$ cat src/rtl/eeprom_i2c_slave_pkg.sv
// Shared types and constants for the I2C EEPROM slave.
package eeprom_pkg;

   typedef enum logic [2:0] {
      S_IDLE     = 3'd0,
      S_ADR7     = 3'd1,
      S_DEV      = 3'd2,
      S_AHI      = 3'd3,
      S_ALO      = 3'd4,
      S_WRITE    = 3'd5,
      S_READ     = 3'd6,
      S_NACKWAIT = 3'd7
   } state_e;

   localparam logic [1:0] MODE_24C01 = 2'd0;  // 7-bit address in first byte
   localparam logic [1:0] MODE_24C02 = 2'd1;  // block bits in device byte
   localparam logic [1:0] MODE_24C32 = 2'd2;  // two address bytes (3 aliases this)

   localparam logic [3:0] DEV_CODE = 4'b1010;

   // Modes 2 and 3 both use two address bytes and chip-select matching.
   function automatic logic is_two_byte(input logic [1:0] m);
      return m[1];
   endfunction

endpackage

$ cat src/rtl/eeprom_i2c_slave_bus_monitor.sv
// Glitch filter plus START/STOP and SCL edge detection for the I2C bus.
module i2c_bus_monitor #(
   parameter int unsigned FILT = 4
) (
   input  logic clk,
   input  logic rst,
   input  logic en,
   input  logic scl,
   input  logic sda_i,
   output logic scl_rise_o,
   output logic scl_fall_o,
   output logic start_o,
   output logic stop_o,
   output logic sda_hi_o
);

   localparam int unsigned H = FILT / 2;

   logic [FILT-1:0] scl_q;
   logic [FILT-1:0] sda_q;
   logic            scl_r, scl_f, scl_h, sda_r, sda_f;

   // Shift one sample per enabled clock; the idle bus reads as all ones.
   always_ff @(posedge clk) begin
      if (rst) begin
         scl_q <= '1;
         sda_q <= '1;
      end else if (en) begin
         scl_q <= {scl_q[FILT-2:0], scl};
         sda_q <= {sda_q[FILT-2:0], sda_i};
      end
   end

   // Older half vs newer half decides an edge; events only count on enabled samples
   // so a held filter cannot report the same edge twice.
   always_comb begin
      scl_r      = (scl_q[FILT-1:H] == '0) && (scl_q[H-1:0] == '1);
      scl_f      = (scl_q[FILT-1:H] == '1) && (scl_q[H-1:0] == '0);
      scl_h      = (scl_q == '1);
      sda_r      = (sda_q[FILT-1:H] == '0) && (sda_q[H-1:0] == '1);
      sda_f      = (sda_q[FILT-1:H] == '1) && (sda_q[H-1:0] == '0);
      scl_rise_o = en && scl_r;
      scl_fall_o = en && scl_f;
      start_o    = en && sda_f && scl_h;
      stop_o     = en && sda_r && scl_h;
      sda_hi_o   = (sda_q == '1);
   end

endmodule

$ cat src/rtl/eeprom_i2c_slave.sv
// I2C EEPROM slave front-end driving a synchronous byte-wide BRAM.
module eeprom_i2c_slave
   import eeprom_pkg::*;
#(
   parameter int unsigned ADDR_W = 16,
   parameter int unsigned FILT   = 4
) (
   input  logic              clk,
   input  logic              rst,
   input  logic              en,
   input  logic [1:0]        mode,
   input  logic [ADDR_W-1:0] mask,
   input  logic [2:0]        page_bits,
   input  logic [2:0]        dev_sel,
   input  logic              wp,
   input  logic              scl,
   input  logic              sda_i,
   output logic              sda_o,
   output logic [ADDR_W-1:0] ram_addr,
   output logic [7:0]        ram_d,
   output logic              ram_wr,
   output logic              ram_rd,
   input  logic [7:0]        ram_q,
   output logic [2:0]        dbg_state
);

   localparam int unsigned HI_W = ADDR_W - 8;

   logic scl_rise, scl_fall, start_ev, stop_ev, sda_hi;

   i2c_bus_monitor #(.FILT(FILT)) u_mon (
      .clk        (clk),
      .rst        (rst),
      .en         (en),
      .scl        (scl),
      .sda_i      (sda_i),
      .scl_rise_o (scl_rise),
      .scl_fall_o (scl_fall),
      .start_o    (start_ev),
      .stop_o     (stop_ev),
      .sda_hi_o   (sda_hi)
   );

   state_e            state_q, state_d;
   logic [2:0]        bitcnt_q, bitcnt_d, bit_nxt;
   logic              ack_slot_q, ack_slot_d;
   logic              bit_seen_q, bit_seen_d;
   logic              rw_q, rw_d;
   logic              mack_q, mack_d;
   logic [7:0]        sh_q, sh_d;
   logic [7:0]        tx_q, tx_d;
   logic [7:0]        ram_d_q, ram_d_d;
   logic [ADDR_W-1:0] addr_q, addr_d, pmask;
   logic              sda_q, sda_d;
   logic              ram_wr_q, ram_wr_d;
   logic              ram_rd_q, ram_rd_d;
   logic              rd_p1_q, rd_p1_d;
   logic              wr_inc_q, wr_inc_d;
   logic              dev_match;

   // Registers; reset presents an idle, released bus and a cleared address.
   always_ff @(posedge clk) begin
      if (rst) begin
         state_q    <= S_IDLE;
         bitcnt_q   <= 3'd7;
         ack_slot_q <= 1'b0;
         bit_seen_q <= 1'b0;
         rw_q       <= 1'b0;
         mack_q     <= 1'b0;
         sh_q       <= '0;
         tx_q       <= '0;
         ram_d_q    <= '0;
         addr_q     <= '0;
         sda_q      <= 1'b1;
         ram_wr_q   <= 1'b0;
         ram_rd_q   <= 1'b0;
         rd_p1_q    <= 1'b0;
         wr_inc_q   <= 1'b0;
      end else begin
         state_q    <= state_d;
         bitcnt_q   <= bitcnt_d;
         ack_slot_q <= ack_slot_d;
         bit_seen_q <= bit_seen_d;
         rw_q       <= rw_d;
         mack_q     <= mack_d;
         sh_q       <= sh_d;
         tx_q       <= tx_d;
         ram_d_q    <= ram_d_d;
         addr_q     <= addr_d;
         sda_q      <= sda_d;
         ram_wr_q   <= ram_wr_d;
         ram_rd_q   <= ram_rd_d;
         rd_p1_q    <= rd_p1_d;
         wr_inc_q   <= wr_inc_d;
      end
   end

   // Next-state logic: bus events drive the byte/ACK sequencing, RAM strobes
   // post-increment the address one clock after they fire.
   always_comb begin
      state_d    = state_q;
      bitcnt_d   = bitcnt_q;
      ack_slot_d = ack_slot_q;
      bit_seen_d = bit_seen_q;
      rw_d       = rw_q;
      mack_d     = mack_q;
      sh_d       = sh_q;
      ram_d_d    = ram_d_q;
      addr_d     = addr_q;
      sda_d      = sda_q;
      ram_wr_d   = 1'b0;
      ram_rd_d   = 1'b0;
      wr_inc_d   = 1'b0;
      rd_p1_d    = ram_rd_q;
      tx_d       = rd_p1_q ? ram_q : tx_q;
      bit_nxt    = bitcnt_q - 3'd1;
      pmask      = ~({ADDR_W{1'b1}} << page_bits);
      dev_match  = (sh_q[7:4] == DEV_CODE) &&
                   (!is_two_byte(mode) || (sh_q[3:1] == dev_sel));

      // The address is held through the strobe cycle, so the RAM sees the old value.
      if (ram_rd_q) begin
         addr_d = (addr_q + 1'b1) & mask;
      end else if (wr_inc_q) begin
         addr_d = (addr_q & ~pmask) | ((addr_q + 1'b1) & pmask);
      end

      if (stop_ev) begin
         state_d    = S_IDLE;
         sda_d      = 1'b1;
         ack_slot_d = 1'b0;
         bit_seen_d = 1'b0;
         bitcnt_d   = 3'd7;
      end else if (start_ev) begin
         state_d    = (mode == MODE_24C01) ? S_ADR7 : S_DEV;
         sda_d      = 1'b1;
         ack_slot_d = 1'b0;
         bit_seen_d = 1'b0;
         bitcnt_d   = 3'd7;
      end else if (state_q == S_IDLE || state_q == S_NACKWAIT) begin
         // Bus ignored until the next START or STOP.
      end else if (scl_rise) begin
         bit_seen_d = 1'b1;
         if (!ack_slot_q) begin
            sh_d = {sh_q[6:0], sda_hi};
         end else if (state_q == S_READ) begin
            mack_d   = !sda_hi;
            ram_rd_d = !sda_hi;
         end
      end else if (scl_fall && bit_seen_q) begin
         // Only falls that follow a sampled rise count, which skips the START fall.
         bit_seen_d = 1'b0;
         if (!ack_slot_q) begin
            if (bitcnt_q != 3'd0) begin
               bitcnt_d = bit_nxt;
               sda_d    = (state_q == S_READ) ? tx_q[bit_nxt] : 1'b1;
            end else begin
               bitcnt_d   = 3'd7;
               ack_slot_d = 1'b1;
               sda_d      = 1'b0;
               case (state_q)
                  S_ADR7: begin
                     addr_d[6:0] = sh_q[7:1];
                     rw_d        = sh_q[0];
                     ram_rd_d    = sh_q[0];
                  end
                  S_DEV: begin
                     if (dev_match) begin
                        rw_d     = sh_q[0];
                        ram_rd_d = sh_q[0];
                        if (mode == MODE_24C02) addr_d[10:8] = sh_q[3:1];
                     end else begin
                        state_d    = S_NACKWAIT;
                        sda_d      = 1'b1;
                        ack_slot_d = 1'b0;
                     end
                  end
                  S_AHI:   addr_d[ADDR_W-1:8] = HI_W'(sh_q);
                  S_ALO:   addr_d[7:0] = sh_q;
                  S_READ:  sda_d = 1'b1;
                  default: ;
               endcase
            end
         end else begin
            ack_slot_d = 1'b0;
            sda_d      = 1'b1;
            case (state_q)
               S_ADR7:  state_d = rw_q ? S_READ : S_WRITE;
               S_DEV:   state_d = rw_q ? S_READ : (is_two_byte(mode) ? S_AHI : S_ALO);
               S_AHI:   state_d = S_ALO;
               S_ALO:   state_d = S_WRITE;
               S_WRITE: begin
                  ram_wr_d = !wp;
                  ram_d_d  = sh_q;
                  wr_inc_d = 1'b1;
               end
               S_READ:  if (!mack_q) state_d = S_NACKWAIT;
               default: ;
            endcase
            if (state_d == S_READ) sda_d = tx_q[7];
         end
      end
   end

   assign sda_o     = sda_q;
   assign ram_addr  = addr_q & mask;
   assign ram_d     = ram_d_q;
   assign ram_wr    = ram_wr_q;
   assign ram_rd    = ram_rd_q;
   assign dbg_state = state_q;

endmodule

$ cat config.mk
export PLATFORM = sky130hd
export DESIGN_NAME = eeprom_i2c_slave
export DESIGN_NICKNAME = d
export VERILOG_FILES = /design/src/rtl/eeprom_i2c_slave_pkg.sv /design/src/rtl/eeprom_i2c_slave_bus_monitor.sv /design/src/rtl/eeprom_i2c_slave.sv
export SDC_FILE = /design/constraint.sdc
export NUM_CORES = 1
export LEC_CHECK = 0
export CAP_MARGIN = 15
export CORE_AREA = 2 2 114 116
export CTS_BUF_LIST = sky130_fd_sc_hd__clkbuf_4 sky130_fd_sc_hd__clkbuf_8
export DETAILED_ROUTE_END_ITERATION = 8
export DIE_AREA = 0 0 116 118
export MAX_ROUTING_LAYER = met4
export SYNTH_ARGS = -nofsm -noshare
export SYNTH_HDL_FRONTEND = slang
export SYNTH_SLANG_ARGS = --single-unit
$ cat constraint.sdc
create_clock -name clk -period 4 [get_ports clk]
set_input_delay 0.6 -clock clk [delete_from_list [all_inputs] [get_ports clk]]
set_output_delay 0.6 -clock clk [all_outputs]
set_load 0.005 [all_outputs]
==> parameters.txt <==
Parameter                              Value

Worst setup path
  Delay contributed by the slowest stage of the critical path ... 0.64 ns
  Top delay family on crit path ... simple AND/OR/NAND/NOR gates
  Critical path's slowest cell ... sky130_fd_sc_hd__or4_1
  CP required ... 4.26 ns
  Crit path top cell by count ... sky130_fd_sc_hd__o211ai_1
  Worst Path Arrival ... 3.03 ns
  Critical-path cell list ... clkdlybuf4s50_1, buf_4, nand4bb_1, or4_1, or3_4, o32ai_2, o211ai_1, o211ai_1
  Largest fanout on the critical path ... 18
  Crit start category ... input pin
  Class of the most critical setup path ... in2reg
  Worst path buffer plus inverter count ... 2
  Crit. End Element ... register

Global route
  Number of global-route vias before repair ... 3102
  Overflow left after global routing ... 0
  Number of antenna violations at the first check in global routing ... 0
  Wire length of the first global-routing pass ... 15200 um
  GR Util All Layers ... 14.1%
  Largest net degree at the start of global routing ... 58

Detailed routing
  Initial detailed-routing violation count ... 302
  Routed wirelength normalized by instance count ... 14.2 um
  Ratio of routed vias to standard cells ... 4.90
  Via total after detailed routing ... 3183
  DRT Wirelength ... 9190 um
  Number of design rule violations left after detail routing ... 0
  First-pass iteration count of the detailed router ... 5
  Number of nets still failing antenna checks after routing ... 0

Timing
  Final-report hold violation count ... 0
  Post-Route Setup TNS ... 0 ns
  Worst Hold Margin ... 0.465 ns
  Final worst-path cycle share ... 69.0%
  Finish-stage setup viols ... 0
  Setup skew after layout ... 0.00623 ns
  Slew Limit Headroom ... 31.3%
  Post-route minimum period ... 2.76 ns
  Highest clock rate ... 362 MHz
  Tightest Pin Transition ... 1.03 ns
  Pins Over Slew Limit ... 0
  RSZ-0062 raised after global routing ... no

Place
  Cell area after placement ... 0.00425 mm2
  Inst Count DP ... 633
  Placed wire-length estimate after detailed placement ... 6830 um
  Number of buffers added on ports ... 67
  GPL Wtd Cong ... 0.884

Yosys
  Most frequent cells after synthesis ... sky130_fd_sc_hd__dfxtp_1 (63), sky130_fd_sc_hd__nor2_1 (61), sky130_fd_sc_hd__nand2_1 (32)
  Async set-reset flop share out of synthesis ... 0%
  Post-synthesis sequential area ratio ... 36.6%
  Post-Synthesis Cells ... 415
  Most repeated cell in the gate-level netlist after synthesis ... sky130_fd_sc_hd__dfxtp_1
  Cells taking the most area after synthesis ... sky130_fd_sc_hd__dfxtp_1 (37%), sky130_fd_sc_hd__mux2i_1 (7.3%), sky130_fd_sc_hd__nor2_1 (6.6%)
  Main synth FF type ... sky130_fd_sc_hd__dfxtp_1
  Netlist area before placement ... 0.00345 mm2
  Top-area cell type share of the netlist area ... 36.6%
  Number of library cell types mapped by synthesis ... 57
  Flip-flop and latch count after synthesis ... 63
  EDFF count, synth ... 0
  Synthesized netlist net count ... 456
  Warning count from the yosys run ... 0
  Synth Area per Inst ... 8.31 um2
  Cell accounting for the most synthesized area ... sky130_fd_sc_hd__dfxtp_1

Clock network
  Clock-pin slew reported for the worst setup and hold paths after clock tree synthesis ... 0.07 ns
  Clk root buf ... sky130_fd_sc_hd__clkbuf_8
  Insertion delay to the later sink of the worst-skew pair ... 0.34 ns
  CTS resizes ... 0
  Number of buffers inserted by hold repair at cts ... 0
  Setup Fix Bufs, Post-CTS ... 0
  CTS tree ... built
  Clock Sink Count ... 63
  Max Buffers Root-to-Sink ... 2
  H-tree levels ... 3
  TritonCTS buffer count ... 9

Cells and area
  Diode insertion count for antenna repair ... 0
  Finished layout cell area ... 0.00448 mm2
  Synthesis-to-layout area growth ... 29.9%
  Proportion of layout cells with a drive suffix above 1 ... 6.29%
  Number of standard cells in the layout, taps in and fillers out ... 649
  Number of fill cells in the layout ... 1303
  Nets@finish ... 513

Floorplanning
  Count of standard-cell rows ... 41
  Die span in y ... 118 um
  Core outline area ... 0.0124 mm2
  Starting Density ... 27.8%
  Full die area ... 0.0137 mm2
  Die extent in x ... 116 um
  Top Ports ... 68

Min path
  HP Class ... reg2reg

Pwr
  Worst supply voltage drop on vdd ... 0.000156 V
  Cell Pwr Density ... 300 mW/mm2
  Leak pwr ... 0.00152 uW

Flow run
  MaxCap Viol Count ... 0

Outcome
  Status ... finished, final reports clean
## state kept, by name, indices dropped and copies added, names as in the netlist, 3 cells and up
| name | flops |
|---|---|
| tx_q | 8 |
| ram_d | 8 |
| sh_q | 8 |
| dbg_state | 3 |
| u_mon.sda_q | 4 |
| bitcnt_q | 3 |
| u_mon.scl_q | 4 |
| addr_q | 16 |
## cell usage in the layout (no fill, tap or decap), types with 3 or more instances in the layout
cell type                         synthesis  routed
sky130_fd_sc_hd__and2b_1                  5       5
sky130_fd_sc_hd__dfxtp_1                 63      63
sky130_fd_sc_hd__a211oi_1                 3       3
sky130_fd_sc_hd__ha_1                     3       3
sky130_fd_sc_hd__nand2_1                 32      32
sky130_fd_sc_hd__clkdlybuf4s50_1          0      66
sky130_fd_sc_hd__a32oi_1                  3       3
sky130_fd_sc_hd__nor3b_1                  3       3
sky130_fd_sc_hd__a21oi_1                 15      15
sky130_fd_sc_hd__a21boi_0                 4       4
sky130_fd_sc_hd__xnor2_1                  9       9
sky130_fd_sc_hd__a21o_1                   3       3
sky130_fd_sc_hd__inv_1                    5       5
sky130_fd_sc_hd__xor2_1                   7       7
sky130_fd_sc_hd__and2_1                  18      18
sky130_fd_sc_hd__nand4_1                  5       5
sky130_fd_sc_hd__nor4_1                   5       5
sky130_fd_sc_hd__o22a_1                   3       3
sky130_fd_sc_hd__o211ai_1                 4       4
sky130_fd_sc_hd__nand3_1                  6       6
sky130_fd_sc_hd__nor3_1                   9       9
sky130_fd_sc_hd__mux2i_1                 25      25
sky130_fd_sc_hd__nor2_1                  61      61
sky130_fd_sc_hd__o21ai_0                 22      22
sky130_fd_sc_hd__clkbuf_8                 0      10
sky130_fd_sc_hd__or2_2                    4       4
sky130_fd_sc_hd__a22oi_1                  7       7
sky130_fd_sc_hd__nand2b_1                 4       4
sky130_fd_sc_hd__o32a_1                   3       3
sky130_fd_sc_hd__a211o_1                  8       8
sky130_fd_sc_hd__and3_1                   8       8
sky130_fd_sc_hd__nor2b_1                 14      14
## per-layer routing
layer  global-route usage, %  routed length [um]
met1                    18.1                4150
met2                    22.3                4470
met3                    2.32                 447
met4                    5.21                 120
met5                       -                   0
## logic make-up (layout without fill, tap and decap cells)
logic type | Yosys count | count (layout) | synth area share, %
and+or+nand+nor | 185 | 185 | 27.6
DFF | 63 | 63 | 36.6
adders and majority gates | 3 | 3 | 1.09
AOI/OAI and AO/OA | 93 | 93 | 18.9
buffers and inverters | 27 | 89 | 2.97
xor gates and xnor gates | 16 | 16 | 4.06
muxes | 28 | 28 | 8.89
## worst min-delay path: stages, from the launching register on
cell and delay (ns):
sky130_fd_sc_hd__dfxtp_1 0.31, sky130_fd_sc_hd__nand2_1 0.05, sky130_fd_sc_hd__a21oi_1 0.06
## power breakdown
| part | total [uW] | leakage, uW | internal (uW) | switching (uW) |
|---|---|---|---|---|
| clock network | 627 | 0.000113 | 375 | 252 |
| registers | 638 | 0.000509 | 633 | 5.74 |
| logic | 80.0 | 0.000893 | 46.1 | 33.9 |
## worst paths after layout
| path | from | end | slack, ns | cells past startpoint |
|---|---|---|---|---|
| worst min register to register | mack_q | mack_q | 0.47 | 2 |
| worst max-delay path | en | addr_q[10] | 1.24 | 8 |
| worst min-delay path | mack_q | mack_q | 0.47 | 2 |
| worst max register to register | bitcnt_q[0] | addr_q[10] | 1.58 | 8 |
## final cells by class
type                            instances  area [um2]  area share [%]
Clock buffer                           11         145            3.24
Tap cell                              172         215            4.80
Sequential cell                        63        1260            28.1
Clock inverter                          5        81.3            1.82
Inverter                                5        18.8           0.419
Timing Repair Buffer                   68         673            15.0
Multi-Input combinational cell        325        2090            46.6
## through the flow
step / utilization, % / setup slack (ns) / total power, uW
final: 36.1 / 1.24 / 1350
after floorplan: - / 1.80 / 682
after CTS: 36.1 / 1.26 / 1360
after global routing: 36.1 / 1.17 / 1400
after global placement: 34.3 / 1.00 / 732
after detailed placement: 34.3 / 0.907 / 733
No activity file was read; power rests on OpenSTA's default activity.
